==> config.mk <==
export PLATFORM = sky130hd
export DESIGN_NAME = ebus_dev_pi
export DESIGN_NICKNAME = d
export VERILOG_FILES = /design/src/rtl/ebus_dev_pi.sv
export SDC_FILE = /design/constraint.sdc
export NUM_CORES = 1
export LEC_CHECK = 0
export CAP_MARGIN = 20
export CORE_MARGIN = 2
export CORE_UTILIZATION = 39
export DETAILED_ROUTE_END_ITERATION = 10
export HOLD_SLACK_MARGIN = 0.08
export PLACE_DENSITY_LB_ADDON = 0.3
export SLEW_MARGIN = 20
export SYNTH_ARGS = -nofsm -noshare
export SYNTH_HDL_FRONTEND = slang
export SYNTH_SLANG_ARGS = --single-unit
==> constraint.sdc <==
create_clock -name clk_ebus_h -period 2.3 [get_ports clk_ebus_h]
set_clock_uncertainty 0.2 [all_clocks]
set_input_delay 0.23 -clock clk_ebus_h [delete_from_list [all_inputs] [get_ports clk_ebus_h]]
set_output_delay 0.23 -clock clk_ebus_h [all_outputs]
set_load 0.02 [all_outputs]
==> src/rtl/ebus_dev_pi.sv <==
// EBUS device with priority-interrupt (PI) support. It decodes CONO/CONI/DATAO/DATAI/PI_SERVE.
// Latency: demand sampled at edge N in IDLE -> xfer high from edge N+3; writes land on that same edge.
// Backpressure: initiator-paced; xfer holds while demand stays high, and release waits for demand to drop.
module ebus_dev_pi #(
  parameter logic [2:0]  CTL_NUM = 3'd4,
  parameter logic [17:0] VECTOR  = 18'o000140
) (
  input  logic        clk_ebus_h,
  input  logic        mr_reset_h,
  input  logic        ebus_demand_e_h,
  input  logic [2:0]  ebus_f_e_h,
  input  logic [0:7]  ebus_cs_e_h,
  input  logic [0:35] ebus_d_in_e_h,
  output logic [0:35] ebus_d_out_e_h,
  output logic        ebus_d_oe_h,
  output logic        ebus_xfer_e_h,
  output logic [1:7]  ebus_pi_e_h,
  input  logic        dev_req_h,
  output logic [0:35] dev_data_h
);

  typedef enum logic [1:0] {IDLE, SETUP, XFER, REL} state_t;

  localparam logic [2:0] F_CONO  = 3'b000;
  localparam logic [2:0] F_CONI  = 3'b001;
  localparam logic [2:0] F_DATAO = 3'b010;
  localparam logic [2:0] F_DATAI = 3'b011;
  localparam logic [2:0] F_PI    = 3'b100;

  state_t      state_q, state_d;
  logic [1:0]  cnt_q, cnt_d;
  logic [2:0]  f_q, f_d;
  logic [2:0]  pia_q, pia_d;
  logic        pend_q, pend_d;
  logic [0:35] data_q, data_d;
  logic        wait_low_q, wait_low_d;

  logic        sel;
  logic        pend_set;
  logic        pend_clr;

  // Only our own select line matters; the rest of the one-hot bus is intentionally ignored.
  logic        unused_cs;
  assign unused_cs = ^ebus_cs_e_h;

  // Selection: PI_SERVE matches on pending interrupt and PIA level on d[3:5], others on chip select.
  always_comb begin
    sel = 1'b0;
    if (ebus_f_e_h == F_PI) begin
      sel = pend_q && (pia_q != 3'd0) && (ebus_d_in_e_h[3:5] == pia_q);
    end else begin
      sel = ebus_cs_e_h[CTL_NUM];
    end
  end

  // Next-state, register writes and pending set/clear; a set always wins over a clear.
  always_comb begin
    state_d    = state_q;
    cnt_d      = cnt_q;
    f_d        = f_q;
    pia_d      = pia_q;
    data_d     = data_q;
    pend_set   = dev_req_h;
    pend_clr   = 1'b0;
    // Once demand has been seen low after reset, the device may accept transfers again.
    wait_low_d = wait_low_q && ebus_demand_e_h;
    case (state_q)
      IDLE: begin
        if (ebus_demand_e_h && !wait_low_q && (ebus_f_e_h <= F_PI) && sel) begin
          state_d = SETUP;
          cnt_d   = 2'd0;
          f_d     = ebus_f_e_h;
        end
      end
      SETUP: begin
        if (!ebus_demand_e_h) begin
          state_d = IDLE;
        end else if (cnt_q == 2'd2) begin
          state_d = XFER;
          if (f_q == F_CONO) begin
            pia_d = ebus_d_in_e_h[33:35];
            if (ebus_d_in_e_h[32]) pend_clr = 1'b1;
            if (ebus_d_in_e_h[31]) pend_set = 1'b1;
          end
          if (f_q == F_DATAO) begin
            data_d = ebus_d_in_e_h;
          end
        end else begin
          cnt_d = cnt_q + 2'd1;
        end
      end
      XFER: begin
        if (!ebus_demand_e_h) begin
          state_d = REL;
          if (f_q == F_PI) pend_clr = 1'b1;
        end
      end
      REL: begin
        if (!ebus_demand_e_h) state_d = IDLE;
      end
      default: state_d = IDLE;
    endcase
    pend_d = pend_q;
    if (pend_clr) pend_d = 1'b0;
    if (pend_set) pend_d = 1'b1;
  end

  // State and register flops; reset parks everything and arms the wait-for-demand-low guard.
  always_ff @(posedge clk_ebus_h or posedge mr_reset_h) begin
    if (mr_reset_h) begin
      state_q    <= IDLE;
      cnt_q      <= 2'd0;
      f_q        <= 3'd0;
      pia_q      <= 3'd0;
      pend_q     <= 1'b0;
      data_q     <= '0;
      wait_low_q <= 1'b1;
    end else begin
      state_q    <= state_d;
      cnt_q      <= cnt_d;
      f_q        <= f_d;
      pia_q      <= pia_d;
      pend_q     <= pend_d;
      data_q     <= data_d;
      wait_low_q <= wait_low_d;
    end
  end

  assign ebus_xfer_e_h = (state_q == XFER);
  assign ebus_d_oe_h   = (state_q == XFER);
  assign dev_data_h    = data_q;

  // Read-data mux; the bus is driven to zero whenever output enable is low.
  always_comb begin
    ebus_d_out_e_h = '0;
    if (state_q == XFER) begin
      case (f_q)
        F_CONI: begin
          ebus_d_out_e_h[33:35] = pia_q;
          ebus_d_out_e_h[32]    = pend_q;
        end
        F_DATAI: ebus_d_out_e_h        = data_q;
        F_PI:    ebus_d_out_e_h[18:35] = VECTOR;
        default: ebus_d_out_e_h        = '0;
      endcase
    end
  end

  // Drive the request line selected by PIA; PIA=0 masks the request while keeping it pending.
  always_comb begin
    ebus_pi_e_h = '0;
    for (int i = 1; i <= 7; i++) begin
      if (pia_q == 3'(i)) ebus_pi_e_h[i] = pend_q;
    end
  end

endmodule

==> PnR_summary.wiki <==
{| class="wikitable"
! Metric !! Value
|-
| Required arrival time at the worst endpoint || 1.87 ns
|-
| Post-synthesis cell type with the largest combined area || sky130_fd_sc_hd__dfrtp_1
|-
| Pwr Density || 952.2 nW/um2
|-
| Clock Tree Buf Depth || 2
|-
| Setup TNS || 0 ns
|-
| Placed wire-length estimate after detailed placement || 4.532 mm
|-
| M3 GR Usage || 3.976%
|-
| Yosys warning count || 0
|-
| First-pass GRT wire length || 9.880 mm
|-
| Number of antenna diodes || 0
|-
| Drt pass-1 iters || 4
|-
| Number of max-slew violations in the final report || 0
|-
| Worst endpoint data arrival time || 1.68 ns
|-
| Gate count after technology mapping || 203
|-
| Global placement routability congestion || 0.8399
|-
| Critical Path End Type || output pin
|-
| Quantity of I/O buffers inserted on ports || 124
|-
| Nets in the synthesized netlist || 259
|-
| Hold Slack || 0.1028 ns
|-
| DRC Markers || 0
|-
| Max-cap viol count || 0
|-
| Post-synthesis instance area || 2447 um2
|-
| Register area share after synthesis || 49.13%
|-
| Cts bufs inserted || 5
|-
| Detailed Route Iter0 Violations || 91
|-
| Clock sink count || 48
|-
| Setup violations, final || 0
|-
| Number of antenna violations at the first check in global routing || 0
|-
| GR Util met1 || 22.54%
|-
| Remaining antenna violation count after routing || 0
|-
| Synth Area per Inst || 12.06 um2
|-
| Tcrit/Tclk final || 91.58%
|-
| Unrepaired setup endpoints after global routing || false
|-
| Die ar. || 6925 um2
|-
| Total number of vias || 1997
|-
| Die Y || 83.22 um
|-
| Maximum level of the CTS H-tree || 2
|-
| Aggregate routed wire length || 5.912 mm
|-
| TritonCTS clock tree || built
|-
| Clock transition at path regs || 0.08 ns
|-
| Starting density of the core || 40.85%
|-
| Fmax achieved || 474.7 MHz
|-
| Final Net Count || 395
|-
| Width of the die || 83.22 um
|-
| Number of hold buffers added after CTS || 0
|-
| Global-route met2 utilization || 28.81%
|-
| Cells taking the most area after synthesis || sky130_fd_sc_hd__dfrtp_1 (48%), sky130_fd_sc_hd__mux2_1 (14%), sky130_fd_sc_hd__and2_1 (7.9%), sky130_fd_sc_hd__mux2_2 (5.5%), sky130_fd_sc_hd__ha_1 (2.6%)
|-
| Count of cell types in the netlist || 38
|-
| Wire length per cell after detailed routing || 14.25 um
|-
| Final Hold Vio Count || 0
|-
| Vias in the first global route || 2038
|-
| Area growth from synthesis to final layout || 55.27%
|-
| Post-CTS setup buffers || 0
|-
| Post-layout utilization of the core || 63.43%
|-
| Source-to-sink clock delay at the later pin of the worst-skew pair || 0.30 ns
|-
| Worst setup SP type || register
|-
| Layout cells sized above 1 || 21.76%
|-
| Std-Cell Rows || 28
|-
| Maximum net fanout on the critical path || 8
|-
| Residual overflow from global routing || 0
|-
| Worst rel slew slack || 76.90%
|-
| Pin count of the biggest net entering global routing || 49
|-
| Per-cell via count in the routed design || 4.812
|-
| Min Tclk post-route || 2.106 ns
|-
| Crit Path Category || reg2out
|-
| Slew of the pin with the lowest slew margin || 0.3428 ns
|-
| Standard cell core area || 5991 um2
|-
| Type of the most critical hold path || in2async
|-
| Busiest layer in global routing || met2
|-
| Peak VDD IR || 0.5321 mV
|-
| Area share of the leading cell type in the synthesized netlist || 48.06%
|-
| Outcome || complete, no violations
|-
| Aggregate global-route resource usage || 17.36%
|-
| Number of synthesized register bits || 48
|-
| Leak pwr || 1.860 nW
|-
| Boundary Pins || 132
|-
| Clk root buf || sky130_fd_sc_hd__clkbuf_8
|}
==> cells in the final DEF, fill, tap and decap left out, types with 5 or more instances in the layout <==
cell,count
sky130_fd_sc_hd__buf_4,11
sky130_fd_sc_hd__dfrtp_1,47
sky130_fd_sc_hd__mux2_2,12
sky130_fd_sc_hd__clkbuf_8,6
sky130_fd_sc_hd__nand2_1,7
sky130_fd_sc_hd__ha_1,5
sky130_fd_sc_hd__clkdlybuf4s50_1,88
sky130_fd_sc_hd__mux2i_1,5
sky130_fd_sc_hd__and2_1,31
sky130_fd_sc_hd__nor2_1,14
sky130_fd_sc_hd__clkbuf_2,32
sky130_fd_sc_hd__mux2_1,30
==> stage by stage <==
step	instances	power (mW)	setup WS, ns	area [um2]
CTS	415	3.672	0.0003606	3925
floorplan	203	2.286	0.1385	2447
finish	415	3.618	0.1936	3800
detailed placement	407	3.151	0.06614	3875
global route	415	3.845	0.01836	3800
global placement	407	3.096	0.08579	3875
==> cell type report <==
type	count	area [um2]
tap	75	93.84
timing repair buffer	139	1239
multi-input combinational	139	1152
sequential	48	1202
fill	493	2191
inverter	6	22.52
clock buffer	8	90.09
==> worst max-delay path, cell delays in order, from the launching register on <==
cell and delay [ns]:
sky130_fd_sc_hd__dfrtp_1 0.47, sky130_fd_sc_hd__nand2b_1 0.20, sky130_fd_sc_hd__nor2_1 0.11, sky130_fd_sc_hd__clkdlybuf4s50_1 0.61
==> worst paths after layout <==
kind | start | endpoint | slack, ns | depth (start not counted)
worst min-delay path | mr_reset_h | dev_data_h[25] | 0.10 | 3
worst max-delay path | pia_q[1] | ebus_pi_e_h[1] | 0.19 | 3
worst max register to register | register | dev_data_h[23] | 0.23 | 6
worst min register to register | dev_data_h[13] | dev_data_h[13] | 0.31 | 1
min in group clk_ebus_h | dev_data_h[13] | dev_data_h[13] | 0.31 | 1
max in group asynchronous | mr_reset_h | wait_low_q | 1.52 | 3
==> kinds of logic (layout without fill, tap and decap cells) <==
family                   count (synthesis)  in the layout  synth area share [%]
flip-flops                              48             48                 49.13
AND/OR/NAND/NOR                         70             70                 17.02
AO/OA/AOI/OAI                           15             15                 5.317
XOR/XNOR                                 2              2                0.7159
adder cells (fa/ha/maj)                  5              5                 2.556
buffers and inverters                   16            153                 3.885
multiplexers                            47             47                 21.37
==> Yosys cell counts <==
master	instances
sky130_fd_sc_hd__mux2_1	30
sky130_fd_sc_hd__a22o_1	2
sky130_fd_sc_hd__a31oi_2	1
sky130_fd_sc_hd__a21oi_1	1
sky130_fd_sc_hd__a221o_1	1
sky130_fd_sc_hd__nor3_4	2
sky130_fd_sc_hd__and3_1	1
sky130_fd_sc_hd__clkbuf_1	3
sky130_fd_sc_hd__nand2_1	7
sky130_fd_sc_hd__o41ai_2	1
sky130_fd_sc_hd__dfstp_2	1
sky130_fd_sc_hd__nand2b_1	4
sky130_fd_sc_hd__o21bai_1	2
sky130_fd_sc_hd__inv_2	1
sky130_fd_sc_hd__and4_1	1
sky130_fd_sc_hd__and2_1	31
sky130_fd_sc_hd__dfrtp_1	47
sky130_fd_sc_hd__xnor2_1	2
sky130_fd_sc_hd__a211o_1	1
sky130_fd_sc_hd__o32a_1	1
sky130_fd_sc_hd__inv_1	5
sky130_fd_sc_hd__buf_4	3
sky130_fd_sc_hd__mux2i_1	5
sky130_fd_sc_hd__and3b_1	1
sky130_fd_sc_hd__ha_1	5
sky130_fd_sc_hd__mux2_2	12
sky130_fd_sc_hd__o21ai_0	1
sky130_fd_sc_hd__o31ai_1	1
sky130_fd_sc_hd__nor4b_1	1
sky130_fd_sc_hd__nand3b_1	1
sky130_fd_sc_hd__a21o_1	2
sky130_fd_sc_hd__nor2_1	15
sky130_fd_sc_hd__nor3_1	4
sky130_fd_sc_hd__or2b_1	1
sky130_fd_sc_hd__a21boi_1	1
sky130_fd_sc_hd__nand4b_2	1
sky130_fd_sc_hd__buf_2	1
sky130_fd_sc_hd__buf_6	3
==> state kept, by name, indices dropped and copies added, names as in the netlist, named ones only <==
register,cells
cnt_q,2
pend_q,1
dev_data_h,36
pia_q,3
state_q,1
f_q,3
wait_low_q,1
==> report_power, final <==
part,switching [mW],internal (mW)
sequential,0.239,1.15
clock,0.267,0.246
combinational,0.796,0.920
total,1.30,2.32
==> per-layer routing <==
layer  part of all wire [%]  vias up
li1                       -      959
met1                     45      960
met2                     48       73
met3                    6.1        5
met4                    1.2        0
met5                      0        -
==> what timing repair did <==
| item | in CTS | in global routing |
|---|---|---|
| cloned | 0 | 0 |
| endpoints found under the setup margin | 36 | 32 |
| gates resized for setup | 40 | 60 |
Note: power is estimated with default switching activity, not from simulation.
